### config.mk
export PLATFORM = sky130hd
export DESIGN_NAME = barramento_sel
export DESIGN_NICKNAME = d
export VERILOG_FILES = /design/src/rtl/barramento_sel.sv
export SDC_FILE = /design/constraint.sdc
export NUM_CORES = 1
export LEC_CHECK = 0
export BUFFER_PORTS_ARGS = -buffer_cell sky130_fd_sc_hd__buf_2
export CORE_MARGIN = 1.5
export CORE_UTILIZATION = 35
export DETAILED_ROUTE_END_ITERATION = 10
export GPL_TIMING_DRIVEN = 0
export PLACE_DENSITY_LB_ADDON = 0.12
export SLEW_MARGIN = 25
export SYNTH_ARGS = -nofsm -noshare
export SYNTH_HDL_FRONTEND = slang
export SYNTH_SLANG_ARGS = --single-unit
### constraint.sdc
create_clock -name i_clock -period 1.2 [get_ports i_clock]
set_clock_uncertainty 0.1 [all_clocks]
set_input_delay 0.12 -clock i_clock [delete_from_list [all_inputs] [get_ports i_clock]]
set_output_delay 0.12 -clock i_clock [all_outputs]
set_load 0.02 [all_outputs]
### src/rtl/barramento_sel.sv
// ---------------------------------------------------------------------------
// barramento_sel
//
// Registered bus-source selector for the simple processor datapath. One of
// NREG general registers, DIN or G is placed on the shared bus and
// registered. The block also reports which source drove the bus and detects
// and counts cycles in which more than one source strobe was raised.
//
// Optional feature macro: BARRAMENTO_CONFLICT_CHECK_EN
//   defined     -> sticky conflict flag and saturating conflict counter
//   not defined -> o_conflict / o_conflict_cnt tied to 0, i_clr_conflict
//                  ignored; selection behaviour is identical
//
// Ports:
//   i_clock         rising-edge clock
//   i_reset         asynchronous active-high reset
//   i_r_bus         packed registers, R_i at [i*N +: N]
//   i_din           external data input
//   i_g             ALU result register
//   i_rout          register select strobes (one-hot expected)
//   i_gout          G select strobe
//   i_dinout        DIN select strobe
//   i_en            capture enable
//   i_clr_conflict  synchronous clear of conflict flag and counter
//   o_bus_wires     registered bus value
//   o_bus_valid     high for the cycle after a capture that had a source
//   o_src_id        source code: 0..NREG-1 = R_i, 16 = DIN, 17 = G, 31 = none
//   o_conflict      sticky multi-source flag
//   o_conflict_cnt  saturating count of conflicting capture cycles
//
// Handshake: there is no back-pressure. A capture happens on every edge
// where i_en is high; o_bus_valid qualifies o_bus_wires for exactly one
// cycle after a capture that had at least one strobe raised.
// ---------------------------------------------------------------------------
module barramento_sel #(
    parameter int N     = 16,
    parameter int NREG  = 8,
    parameter int CNT_W = 8
) (
    input  logic              i_clock,
    input  logic              i_reset,
    input  logic [NREG*N-1:0] i_r_bus,
    input  logic [N-1:0]      i_din,
    input  logic [N-1:0]      i_g,
    input  logic [NREG-1:0]   i_rout,
    input  logic              i_gout,
    input  logic              i_dinout,
    input  logic              i_en,
    input  logic              i_clr_conflict,
    output logic [N-1:0]      o_bus_wires,
    output logic              o_bus_valid,
    output logic [4:0]        o_src_id,
    output logic              o_conflict,
    output logic [CNT_W-1:0]  o_conflict_cnt
);

    localparam logic [4:0] SRC_DIN  = 5'd16;
    localparam logic [4:0] SRC_G    = 5'd17;
    localparam logic [4:0] SRC_NONE = 5'd31;

    logic [N-1:0] w_sel_val;
    logic [4:0]   w_sel_id;
    logic         w_any;

    logic [N-1:0] r_bus_wires;
    logic         r_bus_valid;
    logic [4:0]   r_src_id;

    // Priority G > DIN > lowest-index Rout. The register loop runs from the
    // top index down so the lowest set bit is the last (winning) assignment.
    always_comb begin
        w_sel_val = '0;
        w_sel_id  = SRC_NONE;
        for (int i = NREG - 1; i >= 0; i--) begin
            if (i_rout[i]) begin
                w_sel_val = i_r_bus[i*N +: N];
                w_sel_id  = 5'(i);
            end
        end
        if (i_dinout) begin
            w_sel_val = i_din;
            w_sel_id  = SRC_DIN;
        end
        if (i_gout) begin
            w_sel_val = i_g;
            w_sel_id  = SRC_G;
        end
        w_any = (|i_rout) | i_gout | i_dinout;
    end

    // With no strobe the bus value is held; only src_id moves to "none".
    always_ff @(posedge i_clock or posedge i_reset) begin
        if (i_reset) begin
            r_bus_wires <= '0;
            r_bus_valid <= 1'b0;
            r_src_id    <= SRC_NONE;
        end else begin
            r_bus_valid <= 1'b0;
            if (i_en) begin
                r_src_id <= w_sel_id;
                if (w_any) begin
                    r_bus_wires <= w_sel_val;
                    r_bus_valid <= 1'b1;
                end
            end
        end
    end

    assign o_bus_wires = r_bus_wires;
    assign o_bus_valid = r_bus_valid;
    assign o_src_id    = r_src_id;

`ifdef BARRAMENTO_CONFLICT_CHECK_EN
    logic             w_rout_multi;
    logic             w_multi;
    logic             w_conf_now;
    logic [CNT_W-1:0] w_cnt_base;
    logic             r_conflict;
    logic [CNT_W-1:0] r_conflict_cnt;

    // x & (x-1) is non-zero exactly when two or more Rout bits are set.
    assign w_rout_multi = |(i_rout & (i_rout - NREG'(1)));
    assign w_multi      = w_rout_multi | (i_gout & i_dinout)
                        | ((i_gout | i_dinout) & (|i_rout));
    assign w_conf_now   = i_en & w_multi;
    // The clear is applied first, then this cycle's conflict event on top.
    assign w_cnt_base   = i_clr_conflict ? '0 : r_conflict_cnt;

    always_ff @(posedge i_clock or posedge i_reset) begin
        if (i_reset) begin
            r_conflict     <= 1'b0;
            r_conflict_cnt <= '0;
        end else begin
            r_conflict <= w_conf_now | (r_conflict & ~i_clr_conflict);
            if (w_conf_now && !(&w_cnt_base)) begin
                r_conflict_cnt <= w_cnt_base + CNT_W'(1);
            end else begin
                r_conflict_cnt <= w_cnt_base;
            end
        end
    end

    assign o_conflict     = r_conflict;
    assign o_conflict_cnt = r_conflict_cnt;
`else
    logic w_unused_clr;
    assign w_unused_clr   = i_clr_conflict;
    assign o_conflict     = 1'b0;
    assign o_conflict_cnt = '0;
`endif

endmodule

==> results of run 1 <==
==> registers in the layout (all words and copies together), names as in the netlist <==
register and flops:
o_bus_wires 16, o_src_id 5, o_bus_valid 1
==> stage by stage <==
| step | cells | setup TNS [ps] |
|---|---|---|
| CTS | 580 | -315 |
| global placement | 565 | -10520 |
| finish | 582 | -528 |
| floorplan | 300 | -3330 |
| global route | 582 | -1470 |
| detailed placement | 565 | -11490 |
==> power by group <==
group / internal [uW] / switching (uW)
registers: 826 / 39.8
clock network: 237 / 235
logic: 664 / 739
total: 1730 / 1010
==> cells in the final DEF (no fill, tap or decap), drive strengths merged, types with 8 or more instances in the layout <==
master,instances
a21oi,21
a221o,16
a221oi,10
a31oi,8
and3b,8
buf,227
clkbuf,12
conb,9
dfrtp,17
inv,14
nand2,28
nor2,19
nor3,12
o21ai,16
o22ai,28
o41ai,8
==> what timing repair did <==
action                     CTS  global route
cloned                       5             1
gates resized for setup     94            31
hold endpoints to repair    17            17
buffers inserted            10             1
setup endpoints to repair   22            21
pin swaps                   33            31
==> path summary, 6_finish.rpt <==
kind,startpoint,to,slack (ps),depth (start not counted)
max,i_rout[5],o_bus_wires[9],-80,7
min,i_reset,o_bus_wires[6],-90,2
max reg2reg,o_src_id[0],o_src_id[0],310,2
min reg2reg,o_bus_wires[11],o_bus_wires[11],380,2
max in group asynchronous,i_reset,o_bus_wires[2],580,2
min in group i_clock,i_g[6],o_bus_wires[6],40,3
==> cell type report <==
cell class	instances	share of cell area, %
inverters	17	1.79
multi-input cells	229	46.5
plain buffers	29	6.90
clock buffers	4	1.09
flip-flops and latches	22	13.5
well taps	75	2.28
repair buffers	206	27.9
==> critical path: cells and delay by family <==
family	cells	cell delay, ps
buffers and inverters	2	290
AO/OA/AOI/OAI	2	510
AND/OR/NAND/NOR	3	420
==> logic make-up after synthesis <==
family          after synthesis
flops                        22
other cells                   1
simple gates                 85
compound gates              132
buf+inv                      50
mux                           2
==> routing by layer <==
metal,up-vias,track usage (%),wire length [um]
met5,-,0,0
met4,0,8.03,262
met3,27,4.37,721
met2,168,47.2,5180
met1,1535,35.5,4230
li1,1546,-,-
==> flow_metrics.py, run 1 <==
metrics = {
    "outcome": {
        "status": "finished, violations left",
        "violations": "hold timing, setup timing",
    },
    "die": {
        "start_util_pct": 37.0,
        "rows": 28,
        "pin_count": 205,
        "core_um2": 6060,
        "die-area_um2": 6890,
        "dieWidth_um": 83.0,
        "die_h_um": 83.0,
    },
    "global_route": {
        "grt_max_degree": 23,
        "grt_pass1_wl_um": 15500,
        "gr-total-overflow": 0,
        "gr-usage-all-layers_pct": 27.5,
        "antenna_found_initial": 0,
        "first_global_vias": 3087,
    },
    "logic_synthesis": {
        "async_reset_ff_share_pct": 100,
        "postSynthRegisterBits": 22,
        "ys_top_cells_by_area": "dfrtp_1 (19%), o22ai_1 (7.8%), a221o_1 (7.2%)",
        "synth_cells": 292,
        "ys.flop_type": "dfrtp_1",
        "synth_common_cells": "nand2_1 (28), o22ai_1 (28), a21oi_1 (21)",
        "synth_top_family_by_area": "compound AO/OA/AOI/OAI gates",
        "synth_top_area_share_pct": 19.0,
        "yosysUniqueCellTypes": 49,
        "synth_compound_gate_area_share_pct": 41.7,
        "yosys.area.top_type": "dfrtp_1",
        "synth_xor_area_share_pct": 0,
        "synth_area_um2": 2240,
        "synth-seq-area-share_pct": 24.9,
        "synth_adder_area_share_pct": 0,
        "yosys_warnings": 0,
        "yosys.area_share.simple_pct": 21.1,
        "avgSynthCellArea_um2": 7.67,
        "synth_edf_count": 0,
        "muxShareOfSynthArea_pct": 1.01,
    },
    "clock_network": {
        "cts_inserted_buffers": 3,
        "h-tree-depth": 1,
        "cts_tree": "done",
        "path_clk_slew_ps": 80,
        "clock_latency_ps": 260,
        "cts_buffer_depth": 2,
        "cts-root-buf": "clkbuf_8",
        "cts.sinks": 22,
    },
    "critical_path": {
        "arrival_ps": 1350,
        "cp_max_fo": 5,
        "setup.worst_path.start_class": "primary input",
        "cp_data_required_time_ps": 1270,
        "max_stage_delay_ps": 300,
        "worstSetupPathType": "primary input to register",
        "cp_slowest_cell": "o41ai_2",
        "cp-end-kind": "register",
        "path_cells": "buf_12, nor3b_4, buf_6, nand2_1, a31oi_2, nor3_1, o41ai_2",
    },
    "pwr": {
        "power_uw": 2740,
        "ir_drop_mv": 0.664,
        "leakage_uw": 0.00201,
        "powerDensity_nw_per_um2": 666,
    },
    "routing": {
        "vias": 3276,
        "route.detailed.drc": 0,
        "wl_per_cell_um": 17.9,
        "antenna_left": 0,
        "drt_wl_total_um": 10400,
        "viasPerCell": 5.63,
        "drtPass1Iterations": 5,
        "drtIter0Drc": 135,
    },
    "placed_design": {
        "dp_slack_ps": -704,
        "placed_cell_area_um2": 3380,
        "portBuffers": 190,
        "globalplace.congestion": 0.902,
        "dp_hpwl_um": 7580,
    },
    "layout": {
        "final_area_um2": 4120,
        "n_antenna_cell": 0,
        "utilization_pct": 67.9,
        "num-fill-cells": 519,
        "multiInputGateArea_um2": 1910,
        "seqCellArea_um2": 557,
        "area_delta_synth_final_pct": 83.7,
        "final_net_count": 682,
        "layout-drive-gt1-share_pct": 62.9,
    },
    "sta": {
        "worstMarginPinSlew_ps": 828,
        "clock.fmax_mhz": 781,
        "min_period_ps": 1280,
        "slew_headroom_pct": 44.8,
        "rsz0062_at_grt": "yes",
        "setup_viol": 12,
        "finalCritPeriodShare_pct": 107,
        "layout_setup_ws_ps": -81.1,
        "drv_slew": 0,
        "whs_ps": -90.9,
        "hold_viol": 17,
    },
    "flow_run": {
        "cap_violations": 0,
    },
    "worst_hold_path": {
        "hold_class": "primary input to asynchronous set/reset pin",
    },
}
Power figures use the tool's default switching activity.
==> run 2, diff against run 1 <==
PLACE_DENSITY = 0.76   (was unset)
PLACE_DENSITY_LB_ADDON = unset   (was 0.12)
RECOVER_POWER = 50   (was unset)
==> flow_metrics.py, run 2 (synthesis gave the netlist of run 1 again) <==
metrics = {
    "layout": {
        "layout_commonest_cell": "buf_2",
        "mostFrequentLayoutCells": "buf_2 (183), buf_4 (29), o22ai_1 (26)",
        "multiInputGateArea_um2": 1890,
        "num-fill-cells": 490,
        "seqCellArea_um2": 557,
        "largest_reg_flops": 16,
        "area_delta_synth_final_pct": 90.3,
        "final_net_count": 696,
        "n_antenna_cell": 0,
        "layout-drive-gt1-share_pct": 63.9,
        "utilization_pct": 70.3,
        "final_area_um2": 4260,
    },
    "critical_path": {
        "critPathLaunch": "i_rout[6]",
        "cp-end-kind": "register",
        "cp_data_required_time_ps": 1270,
        "path_delay_family": "compound AO/OA/AOI/OAI gates",
        "cp_slowest_cell": "a221oi_2",
        "arrival_ps": 1430,
        "r2r-start": "o_src_id[0]",
        "path_cells": "buf_12, nand3b_1, a221o_1, a221oi_2, a2111oi_2, o31ai_1",
        "setup.worst_path.start_class": "primary input",
        "critPathBufInv": 1,
        "cp_max_fo": 7,
        "worst-path-stages": 6,
        "max_stage_delay_ps": 390,
        "reg2reg_depth": 2,
        "worstSetupPathType": "primary input to register",
    },
    "sta": {
        "hold_viol": 17,
        "drv_slew": 0,
        "finalCritPeriodShare_pct": 113,
        "worstMarginPinSlew_ps": 835,
        "setup_viol": 15,
        "whs_ps": -85.7,
        "slew_headroom_pct": 44.3,
        "rsz0062_at_grt": "yes",
        "min_period_ps": 1360,
        "clock.fmax_mhz": 735,
        "layout_setup_ws_ps": -161,
    },
    "pwr": {
        "leakage_uw": 0.00207,
        "powerDensity_nw_per_um2": 669,
        "ir_drop_mv": 0.568,
    },
    "global_route": {
        "gr-total-overflow": 0,
        "antenna_found_initial": 0,
        "first_global_vias": 3282,
        "gr-usage-all-layers_pct": 29.1,
        "grt_pass1_wl_um": 16500,
        "grt_max_degree": 23,
    },
    "outcome": {
        "violations": "hold timing, setup timing",
        "status": "finished, violations left",
    },
    "clock_network": {
        "cts_tree": "done",
        "cts_buffer_depth": 2,
        "h-tree-depth": 1,
        "cts.sinks": 22,
        "cts-root-buf": "clkbuf_8",
        "clock_latency_ps": 260,
        "path_clk_slew_ps": 80,
        "cts_inserted_buffers": 3,
    },
    "placed_design": {
        "globalplace.congestion": 0.978,
        "dp_hpwl_um": 7710,
        "placed_cell_area_um2": 3380,
        "portBuffers": 190,
    },
    "die": {
        "start_util_pct": 37.0,
        "rows": 28,
        "dieWidth_um": 83.0,
        "pin_count": 205,
        "core_um2": 6060,
        "die-area_um2": 6890,
        "die_h_um": 83.0,
    },
    "worst_hold_path": {
        "hold_class": "primary input to asynchronous set/reset pin",
    },
    "routing": {
        "vias": 3431,
        "drtIter0Drc": 282,
        "wl_per_cell_um": 18.7,
        "antenna_left": 0,
        "drtPass1Iterations": 5,
        "viasPerCell": 5.76,
        "drt_wl_total_um": 11200,
        "route.detailed.drc": 0,
    },
    "flow_run": {
        "cap_violations": 0,
    },
}
==> run 2: changes by cell type in the layout (fill, tap and decap cells not counted), sizes merged <==
cell and change:
inv +2, buf +14, clkinvlp -1, clkinv -1
==> run 2: power by group <==
part           internal, uW  switching [uW]  leakage, uW
combinational           700             764      0.00179
sequential              826            38.8     0.000256
clock                   292             232    0.0000288
==> run 2: final cells by class <==
| class | count | area share, % |
|---|---|---|
| sequential | 22 | 13.1 |
| inverter | 17 | 1.70 |
| tap | 75 | 2.20 |
| buffer | 29 | 6.87 |
| multi-input combinational | 229 | 44.3 |
| clock buffer | 4 | 1.29 |
| timing repair buffer | 220 | 30.5 |
==> run 2: stage by stage <==
step	power (uW)	cells	hold slack (ps)	setup TNS (ps)	worst slack, ps
global route	3000	596	-29.0	-1940	-187
detailed placement	1980	565	215	-10790	-625
floorplan	1490	300	5.52	-3330	-207
finish	2850	596	-85.7	-978	-161
global placement	1970	565	204	-10410	-619
CTS	2700	589	-64.9	-423	-122
==> run 2: metal layers <==
metal | share of wire, % | vias up | track usage, %
met5 | 0 | - | 0
met3 | 6.4 | 22 | 2.29
met4 | 1.8 | 0 | 6.21
met1 | 39 | 1617 | 37.2
met2 | 53 | 207 | 53.3
li1 | - | 1585 | -
==> run 2: repair_timing <==
item	CTS	global route
cloned	6	0
hold endpoints to repair	17	17
setup endpoints to repair	20	20
pin swaps	39	35
resized for setup	94	52
buffers inserted	18	8
==> run 2: worst paths after layout <==
path                                   end  slack, ps
max                        o_bus_wires[14]       -160
min                        o_bus_wires[12]        -90
max reg2reg                    o_src_id[0]        340
min reg2reg                o_bus_wires[12]        380
max in group asynchronous  o_bus_wires[10]        570
min in group i_clock           o_src_id[0]         40
==> run 3, diff against run 2 <==
GPL_ROUTABILITY_DRIVEN = 0   (was unset)
PLACE_DENSITY = 0.72   (was 0.76)
==> flow_metrics.py, run 3 (synthesis gave the netlist of run 1 again) <==
metrics = {
    "outcome": {
        "status": "finished, violations left",
        "violations": "hold timing, setup timing",
    },
    "sta": {
        "layout_setup_ws_ps": -130,
        "worstMarginPinSlew_ps": 813,
        "rsz0062_at_grt": "yes",
        "setup_viol": 13,
        "slew_headroom_pct": 45.8,
        "drv_slew": 0,
        "whs_ps": -98.5,
        "min_period_ps": 1330,
        "clock.fmax_mhz": 752,
        "hold_viol": 17,
        "finalCritPeriodShare_pct": 111,
    },
    "placed_design": {
        "placed_cell_area_um2": 3380,
        "place_inst": 565,
        "dp_slack_ps": -655,
        "portBuffers": 190,
        "dp_hpwl_um": 7690,
    },
    "clock_network": {
        "clock_latency_ps": 260,
        "cts_buffer_depth": 2,
        "path_clk_slew_ps": 80,
        "cts_inserted_buffers": 3,
        "cts_tree": "done",
        "cts.sinks": 22,
        "h-tree-depth": 1,
        "cts-root-buf": "clkbuf_8",
    },
    "die": {
        "start_util_pct": 37.0,
        "dieWidth_um": 83.0,
        "die-area_um2": 6890,
        "core_um2": 6060,
        "die_h_um": 83.0,
        "rows": 28,
        "pin_count": 205,
    },
    "layout": {
        "layout_commonest_cell": "buf_2",
        "mostFrequentLayoutCells": "buf_2 (183), buf_4 (26), nand2_1 (26)",
        "layout-drive-gt1-share_pct": 61.1,
        "num-fill-cells": 548,
        "n_antenna_cell": 0,
        "final_net_count": 682,
        "area_delta_synth_final_pct": 80.3,
        "final_area_um2": 4040,
        "largest_reg_flops": 16,
        "utilization_pct": 66.6,
        "stdcell_count": 582,
    },
    "worst_hold_path": {
        "hold_class": "primary input to asynchronous set/reset pin",
    },
    "critical_path": {
        "critPathBufInv": 2,
        "cp_max_fo": 7,
        "r2r-start": "o_src_id[0]",
        "setup.worst_path.start_class": "primary input",
        "path_delay_family": "compound AO/OA/AOI/OAI gates",
        "r2r_setup_slack_ps": 320,
        "worstSetupPathType": "primary input to register",
        "critPathLaunch": "i_rout[4]",
        "path_cells": "buf_12, nor4b_4, buf_6, a22oi_2, a221oi_2, o22ai_1, o21ai_1",
        "cp_data_required_time_ps": 1290,
        "arrival_ps": 1420,
        "reg2reg_depth": 2,
        "max_stage_delay_ps": 340,
        "cp_slowest_cell": "a221oi_2",
        "r2r-end": "o_src_id[0]",
        "cp-end-kind": "register",
    },
    "global_route": {
        "grt_pass1_wl_um": 15700,
        "gr-total-overflow": 0,
        "gr-usage-all-layers_pct": 27.7,
        "grt_max_degree": 23,
        "antenna_found_initial": 0,
        "first_global_vias": 3155,
    },
    "routing": {
        "vias": 3256,
        "antenna_left": 0,
        "route.detailed.drc": 0,
        "drtIter0Drc": 156,
        "viasPerCell": 5.59,
        "drtPass1Iterations": 4,
        "wl_per_cell_um": 17.7,
        "drt_wl_total_um": 10300,
    },
    "flow_run": {
        "cap_violations": 0,
    },
    "pwr": {
        "p_int_uw": 1760,
        "leakage_uw": 0.00196,
        "pwr-share-seq_pct": 31.4,
        "ir_drop_mv": 0.648,
        "switching_share_pct": 36.1,
        "pwr-share-comb_pct": 49.3,
        "switchingPower_uw": 998,
        "powerDensity_nw_per_um2": 684,
        "p_clk_share_pct": 19.3,
    },
}
## run 3: changes by cell type in the layout (fill, tap and decap cells not counted), moves of 3 or more
| cell | previous run | this run |
|---|---|---|
| nand2_1 | 23 | 26 |
| a22oi_2 | 6 | 3 |
| nor3_1 | 2 | 6 |
| buf_6 | 21 | 11 |
| a211oi_1 | 3 | 0 |
| a22oi_1 | 0 | 3 |
| a211oi_2 | 3 | 6 |
| nor3_2 | 10 | 6 |
| a31oi_2 | 4 | 7 |
| buf_4 | 29 | 26 |
## run 3: layout make-up
cell class / count / area (um^2) / area share (%)
repair buffers: 205 / 1120 / 27.6
inverters: 17 / 72.6 / 1.80
multi-input cells: 228 / 1840 / 45.5
plain buffers: 31 / 305 / 7.56
clock buffers: 4 / 55.1 / 1.36
well taps: 75 / 93.8 / 2.32
flip-flops and latches: 22 / 557 / 13.8
## run 3: worst max path at each step
stage,endpoint,depth (start not counted)
after floorplan,o_bus_wires[11],8
after global placement,o_bus_wires[4],7
after detailed placement,o_bus_wires[4],7
after CTS,o_bus_wires[14],7
after global routing,o_bus_wires[14],6
final,o_bus_wires[0],7
## run 3: routing by layer
layer / share of wire, % / up-vias / GRT usage, %
met4: 1.8 / 0 / 5.91
li1: - / 1552 / -
met3: 7.3 / 21 / 2.98
met2: 50 / 169 / 49.7
met1: 41 / 1514 / 35.7
met5: 0 / - / 0
## run 3: timing repair
| item | in CTS | in global routing |
|---|---|---|
| endpoints found under the hold margin | 17 | 17 |
| resized for setup | 83 | 30 |
| gates cloned | 1 | 0 |
| endpoints found under the setup margin | 21 | 21 |
| buffers inserted | 13 | 1 |
| pin swaps | 25 | 25 |
## run 3: per-stage QoR
step                      power [uW]  setup TNS, ps
final                           2760           -669
after global routing            2900          -2140
after CTS                       2680           -615
after detailed placement        1990         -11410
after global placement          1960         -10570
after floorplan                 1490          -3330
## run 3: power by group through the flow
| stage | Sequential, uW | Combinational (uW) | Clock (uW) |
|---|---|---|---|
| final | 867 | 1360 | 534 |
| after global placement | 875 | 1090 | 0 |
| after detailed placement | 880 | 1110 | 0 |
| after global routing | 876 | 1460 | 568 |
| after floorplan | 976 | 515 | 0 |
| after CTS | 866 | 1280 | 538 |
